**config.mk**
```make
export PLATFORM = sky130hd
export DESIGN_NAME = tmr0_wdt_prescaler
export DESIGN_NICKNAME = d
export VERILOG_FILES = /design/src/rtl/pic_timer_pkg.sv /design/src/rtl/tmr0_wdt_prescaler_t0cki_sync.sv /design/src/rtl/tmr0_wdt_prescaler.sv
export SDC_FILE = /design/constraint.sdc
export NUM_CORES = 1
export LEC_CHECK = 0
export CAP_MARGIN = 40
export CORE_UTILIZATION = 35
export CTS_CLUSTER_DIAMETER = 40
export CTS_CLUSTER_SIZE = 28
export DETAILED_ROUTE_END_ITERATION = 8
export PLACE_DENSITY = 0.53
export SLEW_MARGIN = 10
export SYNTH_ARGS = -nofsm -noshare
export SYNTH_HDL_FRONTEND = slang
export SYNTH_SLANG_ARGS = --single-unit
```
**constraint.sdc**
```tcl
create_clock -name clk -period 2.7 [get_ports clk]
set_clock_uncertainty 0.1 [all_clocks]
set_input_delay 0.405 -clock clk [delete_from_list [all_inputs] [get_ports clk]]
set_output_delay 0.405 -clock clk [all_outputs]
set_load 0.02 [all_outputs]
```
**src/rtl/pic_timer_pkg.sv**
```systemverilog
// Shared constants for the PIC16F54 Timer0/WDT clock block: OPTION bit positions,
// default watchdog period and prescaler width.
package pic_timer_pkg;

  localparam int T0CS_BIT = 5;
  localparam int T0SE_BIT = 4;
  localparam int PSA_BIT  = 3;
  localparam int PS_HI    = 2;
  localparam int PS_LO    = 0;

  localparam int WDT_PERIOD_DEF = 18000;
  localparam int PSC_W          = 8;

  // Mask with the lowest nbits bits set (nbits = 0..8)
  function automatic logic [PSC_W-1:0] low_mask(input logic [3:0] nbits);
    return PSC_W'((9'd1 << nbits) - 9'd1);
  endfunction

endpackage

```
**src/rtl/tmr0_wdt_prescaler_t0cki_sync.sv**
```systemverilog
// T0CKI pin synchroniser: two metastability flops, a history flop, and a registered
// one-cycle pulse on the edge selected by T0SE (0 = rising, 1 = falling).
module t0cki_sync (
  input  logic clk,
  input  logic rst,
  input  logic t0cki,
  input  logic t0se,
  output logic edge_pulse
);

  logic sync1;
  logic sync2;
  logic hist;

  always_ff @(posedge clk) begin
    if (rst) begin
      sync1      <= 1'b0;
      sync2      <= 1'b0;
      hist       <= 1'b0;
      edge_pulse <= 1'b0;
    end else begin
      sync1      <= t0cki;
      sync2      <= sync1;
      hist       <= sync2;
      edge_pulse <= t0se ? (hist & ~sync2) : (sync2 & ~hist);
    end
  end

endmodule

```
**src/rtl/tmr0_wdt_prescaler.sv**
```systemverilog
// Timer0 clock source, shared 8-bit prescaler and watchdog base counter.
// Watchdog logic is present only when PIC_WDT_EN is defined; otherwise wdtmr stays 0.
module tmr0_wdt_prescaler
  import pic_timer_pkg::*;
#(
  parameter int WDT_PERIOD = WDT_PERIOD_DEF
) (
  input  logic       clk,
  input  logic       rst,
  input  logic [7:0] option_out,
  input  logic       t0cki,
  input  logic       clrwdt,
  input  logic       sleep,
  input  logic       tmr0_wr,
  output logic       tmr0_inc,
  output logic       wdtmr
);

  logic             t0cs;
  logic             t0se;
  logic             psa;
  logic [2:0]       ps;
  logic             ext_ev;
  logic             src_ev;
  logic             psa_q;
  logic             wdt_clr;
  logic             wdt_tick;
  logic             psc_clr;
  logic             tmr0_ev;
  logic             wdt_to;
  logic [PSC_W-1:0] psc;
  logic [PSC_W-1:0] psc_nxt;
  logic             unused_sink;

  assign t0cs = option_out[T0CS_BIT];
  assign t0se = option_out[T0SE_BIT];
  assign psa  = option_out[PSA_BIT];
  assign ps   = option_out[PS_HI:PS_LO];

  t0cki_sync u_sync (
    .clk        (clk),
    .rst        (rst),
    .t0cki      (t0cki),
    .t0se       (t0se),
    .edge_pulse (ext_ev)
  );

  assign src_ev = t0cs ? ext_ev : 1'b1;

`ifdef PIC_WDT_EN
  localparam int             WDT_W    = $clog2(WDT_PERIOD);
  localparam logic [WDT_W-1:0] WDT_LAST = WDT_W'(WDT_PERIOD - 1);

  logic [WDT_W-1:0] wdt_cnt;

  // A clear in the same cycle as the wrap wins, so no tick is produced
  assign wdt_clr  = clrwdt | sleep;
  assign wdt_tick = ~wdt_clr & (wdt_cnt == WDT_LAST);

  always_ff @(posedge clk) begin
    if (rst || wdt_clr || wdt_tick) begin
      wdt_cnt <= '0;
    end else begin
      wdt_cnt <= wdt_cnt + 1'b1;
    end
  end

  assign unused_sink = ^option_out[7:6];
`else
  assign wdt_clr     = 1'b0;
  assign wdt_tick    = 1'b0;
  assign unused_sink = ^{option_out[7:6], clrwdt, sleep, WDT_PERIOD[0]};
`endif

  // Prescaler routing; any clear suppresses the increment and the event it would produce
  always_comb begin
    psc_nxt = psc;
    tmr0_ev = 1'b0;
    wdt_to  = 1'b0;
    psc_clr = (psa ^ psa_q) | (psa ? wdt_clr : tmr0_wr);
    if (!psa) begin
      wdt_to = wdt_tick;
      if (psc_clr) begin
        psc_nxt = '0;
      end else if (src_ev) begin
        psc_nxt = psc + 1'b1;
        tmr0_ev = ((psc_nxt & low_mask({1'b0, ps} + 4'd1)) == '0);
      end
    end else begin
      tmr0_ev = src_ev;
      if (psc_clr) begin
        psc_nxt = '0;
      end else if (wdt_tick) begin
        psc_nxt = psc + 1'b1;
        wdt_to  = ((psc_nxt & low_mask({1'b0, ps})) == '0);
      end
      if (ps == 3'd0) begin
        wdt_to = wdt_tick;
      end
    end
  end

  always_ff @(posedge clk) begin
    if (rst) begin
      psc      <= '0;
      psa_q    <= 1'b0;
      tmr0_inc <= 1'b0;
      wdtmr    <= 1'b0;
    end else begin
      psc      <= psc_nxt;
      psa_q    <= psa;
      tmr0_inc <= tmr0_ev;
      wdtmr    <= wdt_to;
    end
  end

endmodule

```
==> results.py <==
metrics = {
    "global_routing": {
        "grt_max_degree": 10,
        "antenna_found_initial": 0,
        "grt_usage_pct": 15.7,
        "grt_pass1_vias": 822,
        "overflow": 0,
        "grt_pass1_wl_um": 3420,
    },
    "synth": {
        "synth_edf_count": 0,
        "synth_area_sq_um": 967,
        "synth-main-ff-cell": "dfxtp_1",
        "yosysWarnings": 0,
        "netlist_instances": 119,
        "async_flop_share_pct": 0,
        "synth_nets": 136,
        "synth.area.top_cells": "dfxtp_1, nor2_1, a21oi_1",
        "synth_top_area_cell": "dfxtp_1",
        "synth_top_area_share_pct": 29.0,
        "ys_seq_elements": 14,
        "yosysUniqueCellTypes": 47,
        "synth_area_per_cell_sq_um": 8.13,
        "seq_area_frac_synth_pct": 29.0,
    },
    "finish": {
        "fin_util_pct": 44.2,
        "syn2layout_area_growth_pct": 16.4,
        "antenna_cells": 0,
        "layout-drive-gt1-share_pct": 12.9,
        "nets": 150,
        "fill_cells": 261,
        "final_cell_mix": "nor2_1, dfxtp_1, clkdlybuf4s50_1",
    },
    "min_path": {
        "min_to": "u_sync.sync2",
        "hold_path_depth": 1,
        "min_from": "u_sync.sync1",
        "min-delay-path-class": "flop to flop",
    },
    "critical_path": {
        "critPathArrivalTime_ps": 2410,
        "r2r_slack_ps": 600,
        "path_class": "primary input to flop",
        "regToRegStartpoint": "psc[0]",
        "start_kind": "primary input",
        "required_ps": 2810,
        "r2r_end": "tmr0_inc",
        "end_kind": "flop",
        "reg2regPathDepth": 6,
        "cp_max_fo": 6,
    },
    "pwr": {
        "p_clk_share_pct": 34.3,
        "ir_worst_vdd_v": 0.000269,
        "intPower_w": 0.000325,
        "switching_share_pct": 24.2,
        "p_sw_w": 0.000104,
        "pwr_density_cell_nw_per_um2": 381,
        "p_leak_nw": 0.424,
        "power.total_w": 0.000429,
        "comb_power_share_pct": 16.1,
        "seqPwrFrac_pct": 49.6,
    },
    "place": {
        "pre_cts_ws_ps": 97.4,
        "gp_congestion": 0.782,
        "io_buffers": 10,
        "dp_hpwl_um": 1540,
    },
    "drt": {
        "drcViolationCount": 0,
        "num_vias": 900,
        "wl_per_cell_um": 12.1,
        "first_pass_iters": 4,
        "drt.antenna.violating_nets": 0,
        "via_per_inst": 5.56,
        "drtIter0Drc": 21,
        "routed_wl_um": 1970,
    },
    "floorplan": {
        "start_util_pct": 38.0,
        "die_area_sq_um": 2980,
        "rows": 18,
        "core_area_sq_um": 2540,
        "die_y_um": 54.6,
        "pin_count": 16,
        "die_w_um": 54.6,
    },
    "clock_network": {
        "post_cts_buffers": 0,
        "clock_path_buffers": 2,
        "cts.sinks": 14,
        "cts.clk_slew.worst_paths_ps": 90,
        "cts_made_buffers": 3,
        "clock_latency_ps": 270,
        "cts_tree": "done",
        "clockRootBuffer": "clkbuf_4",
        "cts_resized": 0,
        "holdBufCountCts": 0,
        "htreeDepth": 1,
    },
    "timing": {
        "max_freq_mhz": 435,
        "setup_tns_ps": 0,
        "slew_violations": 0,
        "relSlewSlack_pct": 60.0,
        "period_minus_slack_ps": 2300,
        "setup_ws_ps": 402,
        "hold_violations": 0,
        "worst_pin_slew_ps": 596,
        "post-route-period-util_pct": 85.1,
        "setup_viol": 0,
        "rsz0062_at_grt": "false",
    },
    "run_status": {
        "status": "completed",
    },
    "run": {
        "max_cap_violations": 0,
    },
}
-- Yosys cell counts (2+ instances only) --
master and n:
buf_6 3, a21oi_1 8, nor4_1 2, conb_1 2, o21ai_1 4, nand4b_1 2, nand2_1 9, nor2_1 14
nand3_1 4, a32o_1 2, o211ai_1 3, o21a_1 2, nor2b_1 5, a22oi_1 2, nor3_1 3, inv_1 6
a221oi_2 2, dfxtp_1 14, ha_1 3, buf_4 2
-- critical path, cell delays in order --
cell	delay, ps
clkdlybuf4s50_1	420
nor3_1	300
inv_1	80
ha_1	240
buf_4	170
o221a_1	230
nor4_1	230
o211ai_1	190
a22oi_2	140
-- worst max-delay path by stage --
stage,cells past startpoint,start,endpoint,slack (ps)
detailed placement,9,option_out[1],tmr0_inc,100
global placement,9,option_out[1],tmr0_inc,100
finish,9,option_out[1],tmr0_inc,400
CTS,9,option_out[1],tmr0_inc,400
floorplan,10,option_out[1],tmr0_inc,530
global route,10,option_out[2],tmr0_inc,270
-- through the flow --
step	hold slack [ps]	instance area (sq um)	std cells
floorplan	314	967	119
global placement	335	1090	158
detailed placement	344	1090	158
CTS	356	1130	162
global route	376	1130	162
finish	347	1130	162
-- flip-flops by register name, indices dropped and copies added (netlist names) --
name and flops:
u_sync.edge_pulse 1, psa_q 1, u_sync.hist 1, tmr0_inc 1
u_sync.sync1 1, u_sync.sync2 1, psc 8
-- final cells by class --
class                   count  area [sq um]  area share (%)
repair buffers             15           138            12.2
flip-flops and latches     14           280            24.9
multi-input cells          92           608            54.0
clock buffers               4          36.3            3.22
well taps                  30          37.5            3.33
inverters                   7          26.3            2.33
-- power by group through the flow --
stage | sequential [W] | combinational, W | clock (W)
2_1_floorplan | 0.000218 | 0.0000438 | 0
3_3_place_gp | 0.000217 | 0.0000680 | 0
3_5_place_dp | 0.000217 | 0.0000689 | 0
4_1_cts | 0.000213 | 0.0000692 | 0.000154
5_1_grt | 0.000213 | 0.0000772 | 0.000160
6_report | 0.000213 | 0.0000692 | 0.000147
-- per-layer routing --
| layer | up-vias | wire length, um | part of all wire [%] | global-route usage, % |
|---|---|---|---|---|
| met5 | - | 0 | 0 | 0 |
| met4 | 0 | 16 | 0.81 | 5.13 |
| met3 | 2 | 62 | 3.2 | 1.94 |
| met2 | 17 | 912 | 46 | 26.4 |
| met1 | 408 | 974 | 50 | 20.4 |
| li1 | 473 | - | - | - |
-- logic make-up (layout without fill, tap and decap cells) --
group	Yosys count	after routing	share of synthesized area, %
fa+ha+maj	3	3	3.88
compound gates	38	38	30.7
xor+xnor	2	2	1.81
buf+inv	13	26	8.15
other cells	2	2	0.776
flops	14	14	29.0
simple gates	47	47	25.7
Note: power is estimated with default switching activity, not from simulation.
